`src/rtl/alu_logic_unit_if.sv`:
```
// Bus interface for the ALU bitwise logic unit.
// Carries the operands, the select code and the registered result/flags.
// Optional macro LOGIC_UNIT_PARITY_EN adds the registered parity flag.
interface alu_logic_unit_if #(
    parameter int WIDTH = 8
);
    logic [WIDTH-1:0] a;
    logic [WIDTH-1:0] b;
    logic [3:0]       sel;
    logic [WIDTH-1:0] c;
    logic             zero;
    logic             active;
`ifdef LOGIC_UNIT_PARITY_EN
    logic             parity;
`endif

    // Requester side: drives operands and select, observes the result.
    modport master (
        output a, b, sel,
        input  c, zero, active
`ifdef LOGIC_UNIT_PARITY_EN
        , input parity
`endif
    );

    // Logic unit side: consumes operands and select, drives the result.
    modport slave (
        input  a, b, sel,
        output c, zero, active
`ifdef LOGIC_UNIT_PARITY_EN
        , output parity
`endif
    );
endinterface

```
`src/rtl/alu_logic_unit.sv`:
```
// Registered bitwise logic unit for the ALU datapath.
// Select codes 8..15 pick one of eight bitwise operations; codes 0..7 belong
// to the arithmetic unit and leave the held result untouched. The result and
// its zero flag update together one cycle after the inputs are sampled.
// Optional macro LOGIC_UNIT_PARITY_EN adds a registered parity flag of c.
// WIDTH must match the WIDTH of the connected alu_logic_unit_if.
module alu_logic_unit #(
    parameter int WIDTH = 8
) (
    input  logic              clk,
    input  logic              rst,
    alu_logic_unit_if.slave   bus
);

    // Upper half of the ALU select space; the MSB set marks a logic op.
    typedef enum logic [3:0] {
        OP_AND  = 4'd8,
        OP_OR   = 4'd9,
        OP_XOR  = 4'd10,
        OP_NAND = 4'd11,
        OP_NOR  = 4'd12,
        OP_XNOR = 4'd13,
        OP_NOTA = 4'd14,
        OP_NOTB = 4'd15
    } logic_op_e;

    logic [WIDTH-1:0] c_q;
    logic             zero_q;
    logic             active_q;
    logic [WIDTH-1:0] op_result;
    logic [WIDTH-1:0] next_c;
    logic             is_logic;
    logic             next_zero;
    logic_op_e        op;

    assign op       = logic_op_e'(bus.sel);
    assign is_logic = bus.sel[3];

    // Decode the select code into the bitwise result for this cycle.
    always_comb begin
        // NOTE: default assigned before the case so no path leaves op_result
        // unassigned, which would otherwise infer a latch.
        op_result = '0;
        case (op)
            OP_AND:  op_result = bus.a & bus.b;
            OP_OR:   op_result = bus.a | bus.b;
            OP_XOR:  op_result = bus.a ^ bus.b;
            OP_NAND: op_result = ~(bus.a & bus.b);
            OP_NOR:  op_result = ~(bus.a | bus.b);
            OP_XNOR: op_result = ~(bus.a ^ bus.b);
            OP_NOTA: op_result = ~bus.a;
            OP_NOTB: op_result = ~bus.b;
            default: op_result = '0;
        endcase
    end

    // Select the next result: new value on logic codes, held value otherwise.
    // The flags derive from next_c so they always agree with the stored c.
    always_comb begin
        next_c    = is_logic ? op_result : c_q;
        next_zero = ~|next_c;
    end

    // Result and flag registers; synchronous reset wins over any operation.
    always_ff @(posedge clk) begin
        // NOTE: non-blocking assignments keep every register sampling the
        // pre-edge values, independent of statement order.
        if (rst) begin
            c_q      <= '0;
            zero_q   <= 1'b1;
            active_q <= 1'b0;
        end else begin
            c_q      <= next_c;
            zero_q   <= next_zero;
            active_q <= is_logic;
        end
    end

`ifdef LOGIC_UNIT_PARITY_EN
    logic parity_q;

    // Parity of the new result, held along with c on arithmetic codes.
    always_ff @(posedge clk) begin
        if (rst) begin
            parity_q <= 1'b0;
        end else begin
            parity_q <= ^next_c;
        end
    end

    assign bus.parity = parity_q;
`endif

    assign bus.c      = c_q;
    assign bus.zero   = zero_q;
    assign bus.active = active_q;

endmodule

```
`src/flat_wrapper.sv`:
```
// flat-port wrapper written by rule: the top's interface ports become plain ports
module alu_logic_unit_flat 
#(
    parameter int WIDTH = 8
)
  (clk, rst, bus_a, bus_b, bus_sel, bus_c, bus_zero, bus_active);
  alu_logic_unit_if #(.WIDTH(WIDTH)) bus_i ();
  input  logic clk;
  input  logic rst;
  input wire logic [$bits(bus_i.a)-1:0] bus_a;
  input wire logic [$bits(bus_i.b)-1:0] bus_b;
  input wire logic [$bits(bus_i.sel)-1:0] bus_sel;
  output wire logic [$bits(bus_i.c)-1:0] bus_c;
  output wire logic [$bits(bus_i.zero)-1:0] bus_zero;
  output wire logic [$bits(bus_i.active)-1:0] bus_active;
  assign bus_i.a = bus_a;
  assign bus_i.b = bus_b;
  assign bus_i.sel = bus_sel;
  assign bus_c = bus_i.c;
  assign bus_zero = bus_i.zero;
  assign bus_active = bus_i.active;
  alu_logic_unit #(.WIDTH(WIDTH)) u_core (.clk(clk), .rst(rst), .bus(bus_i));
endmodule
```
`config.mk`:
```
export PLATFORM = sky130hd
export DESIGN_NAME = alu_logic_unit_flat
export DESIGN_NICKNAME = d
export VERILOG_FILES = /design/src/rtl/alu_logic_unit_if.sv /design/src/rtl/alu_logic_unit.sv /design/src/flat_wrapper.sv
export SDC_FILE = /design/constraint.sdc
export NUM_CORES = 1
export LEC_CHECK = 0
export ABC_AREA = 1
export BUFFER_PORTS_ARGS = -buffer_cell sky130_fd_sc_hd__buf_2
export CAP_MARGIN = 5
export CORE_AREA = 2 2 59 61
export DETAILED_ROUTE_END_ITERATION = 6
export DIE_AREA = 0 0 61 63
export PLACE_DENSITY = 0.78
export SLEW_MARGIN = 5
export SYNTH_ARGS = -nofsm -noshare
export SYNTH_HDL_FRONTEND = slang
export SYNTH_SLANG_ARGS = --single-unit
export TNS_END_PERCENT = 5
```
`constraint.sdc`:
```
create_clock -name clk -period 1.23 [get_ports clk]
set_input_delay 0.246 -clock clk [delete_from_list [all_inputs] [get_ports clk]]
set_output_delay 0.246 -clock clk [all_outputs]
set_load 0.01 [all_outputs]
```
==> results_dict.tcl <==
set metrics [dict create \
    outcome "finished, final reports clean" \
    clk_pin_slew_ns 0.07 \
    path_class "input port to register" \
    io_pins 32 \
    routed_wl_mm 3.696 \
    synthMuxAreaShare 0 \
    leakagePower_nw 1.202 \
    grt_max_degree 25 \
    antenna_found_initial 0 \
    drt-vias-per-instance 4.899 \
    first_global_vias 1381 \
    clk_latency_ns 0.27 \
    cp_top_family "simple AND/OR/NAND/NOR gates" \
    cts_made_buffers 3 \
    syn_area_per_cell_um2 5.633 \
    busiest_layer "met2" \
    cap_violations 0 \
    synth_top_family_by_area "simple AND/OR/NAND/NOR gates" \
    cp_slowest_cell "ha_4" \
    core_area_um2 3232 \
    ant_nets 0 \
    rows 21 \
    grt-ovfl-total 0 \
    finalSetupTns_ns 0 \
    p_per_area_nw_per_um2 597.9 \
    netlist_instances 245 \
    routedWlPerCell_um 10.97 \
    fin_total_pwr_mw 1.239 \
    grt_use_total 0.1752 \
    netlist_top_cells_area "nand2_1, dfxtp_1, ha_1" \
    synth_ff_type "dfxtp_1" \
    ys_seq_elements 10 \
    cp-endpoint "u_core.bus.zero" \
    slew_viol_final 0 \
    finalClockSkew_ns 0.003278 \
    die_h_um 63 \
    antenna_cells 0 \
    yosysTopAreaCell "nand2_1" \
    hold_class "input port to register" \
    die_x_um 61 \
    dr.first_iter.drc_count 75 \
    gp_congestion 0.8395 \
    synth-simple-area-share 0.5059 \
    fin_nets 330 \
    r2r_setup_slack_ns 0.42 \
    setup_viol 0 \
    syn_to_final_growth_pct 50.14 \
    rr_endpoint "u_core.bus.zero" \
    yosysMostFrequentCell "nand2_1" \
    path_buf_inv 2 \
    slew_headroom 0.8170 \
    synthTopCellsByCount "nand2_1, inv_1, nand3_1, nor2_1, ha_1" \
    grt_use_met1 0.2219 \
    htreeDepth 1 \
    post-route-drc-count 0 \
    synth_fp_nets 283 \
    die_area_um2 3843 \
    synth_edf_count 0 \
    cp.depth 12 \
    vdd_drop_max_v 0.0003044 \
    start_util 0.4270 \
    postSynth.asyncResetShare 0 \
    cp-end-kind "register" \
    hold_viol 0 \
    cpMostUsedCell "nand2_1" \
    crit_start "bus_b[1]" \
    synth_compound_area_frac 0.02901 \
    clock-root-buffer "clkbuf_4" \
    use_met2 0.3159 \
    clock_sinks 10 \
    cp_slowest_stage_delay_ns 0.26 \
    dp_hpwl_mm 2.321 \
    io_buffers 31 \
    yosys.area.top_type_share 0.1985 \
    rr_worst_depth 7 \
    critPathMaxFanout 2 \
    synth_area_um2 1380 \
    grt_pass1_wl_mm 5.437 \
    timing.final.crit_share 0.8953 \
    arrival_ns 1.32 \
    ys_warn_count 0 \
    first_pass_iters 5 \
    crit_required_ns 1.45 \
    via_count 1651 \
    synth-seq-area-share 0.1451 \
    crit_chain "buf_2 > inv_2 > ha_4 > nand3b_1 > nand2_1 > nor2_1 > nand2_1 > nor2_1 > nand2_1 > nor2_1 > nand2_1 > nand2_1" \
    fin_util 0.6411 \
    drive_above_1_share 0.3402 \
    grt_use_met3 0.03106 \
    cts_buffer_depth 2 \
    min_period_ns 1.101 \
    r2r_start "u_core.bus.c[4]" \
    cp-start-kind "input port" \
    synthAdderAreaFrac 0.1451 \
    fill_cells 297 \
    tightest_slew_ns 0.2739 \
    max_freq_mhz 908.1 \
    yosysUniqueCellTypes 13 \
    synth-xor-area-share 0 \
    cts_tree "done" \
]
==> power by group <==
part	switching [mW]	internal, mW
clock	0.123	0.180
combinational	0.302	0.271
sequential	0.0106	0.352
total	0.436	0.803
==> how the worst min path moves through the flow <==
stage | slack (ns) | startpoint | depth (start not counted) | to
after floorplan | 0.32 | rst | 1 | u_core.bus.active
after global placement | 0.42 | rst | 2 | u_core.bus.active
after detailed placement | 0.42 | rst | 2 | u_core.bus.active
after CTS | 0.13 | rst | 2 | u_core.bus.active
after global routing | 0.13 | rst | 2 | u_core.bus.active
final | 0.14 | rst | 2 | u_core.bus.active
==> timing repair <==
item,4_1_cts,5_1_grt
setup buffers,0,5
resized for setup,0,78
setup endpoints to repair,0,3
hold buffers,0,0
==> sequential cells by signal, summed over array words and instances, names as in the netlist <==
signal,flops
u_core.bus.active,1
u_core.bus.c,8
u_core.bus.zero,1
==> layout make-up <==
| type | count | area, µm² | share of cell area |
|---|---|---|---|
| flip-flops and latches | 10 | 200.2 | 0.09662 |
| inverters | 50 | 202.7 | 0.09783 |
| clock buffers | 4 | 36.28 | 0.01751 |
| well taps | 46 | 57.56 | 0.02778 |
| repair buffers | 47 | 456.7 | 0.2204 |
| multi-input cells | 180 | 1119 | 0.5399 |
==> metrics by stage <==
| step | hold WS (ns) | setup slack, ns | cell area, µm² | instances |
|---|---|---|---|---|
| global placement | 0.4198 | -0.2702 | 1684 | 326 |
| global route | 0.1297 | -0.03981 | 2072 | 337 |
| floorplan | 0.3184 | 0.02392 | 1380 | 245 |
| finish | 0.1360 | 0.1288 | 2072 | 337 |
| CTS | 0.1299 | 0.01209 | 1720 | 330 |
| detailed placement | 0.4217 | -0.2793 | 1684 | 326 |
==> routing by layer <==
layer  wire, µm  vias up  part of all wire
li1           -      845                 -
met1       1547      738              0.42
met2       1919       66              0.52
met3        222        2             0.060
met4          7        0            0.0019
met5          0        -                 0
==> cell usage in the layout (no fill, tap or decap), drive strengths merged <==
cell	Yosys	final
ha	16	16
buf	7	47
clkbuf	0	4
o21ai	8	8
nand2	73	73
dfxtp	10	10
nor2	33	35
nand3	36	36
inv	50	50
nand3b	12	12
==> cell families after synthesis <==
family / Yosys count
simple gates: 154
compound gates: 8
fa+ha+maj: 16
buf+inv: 57
flops: 10
Power figures use the tool's default switching activity.
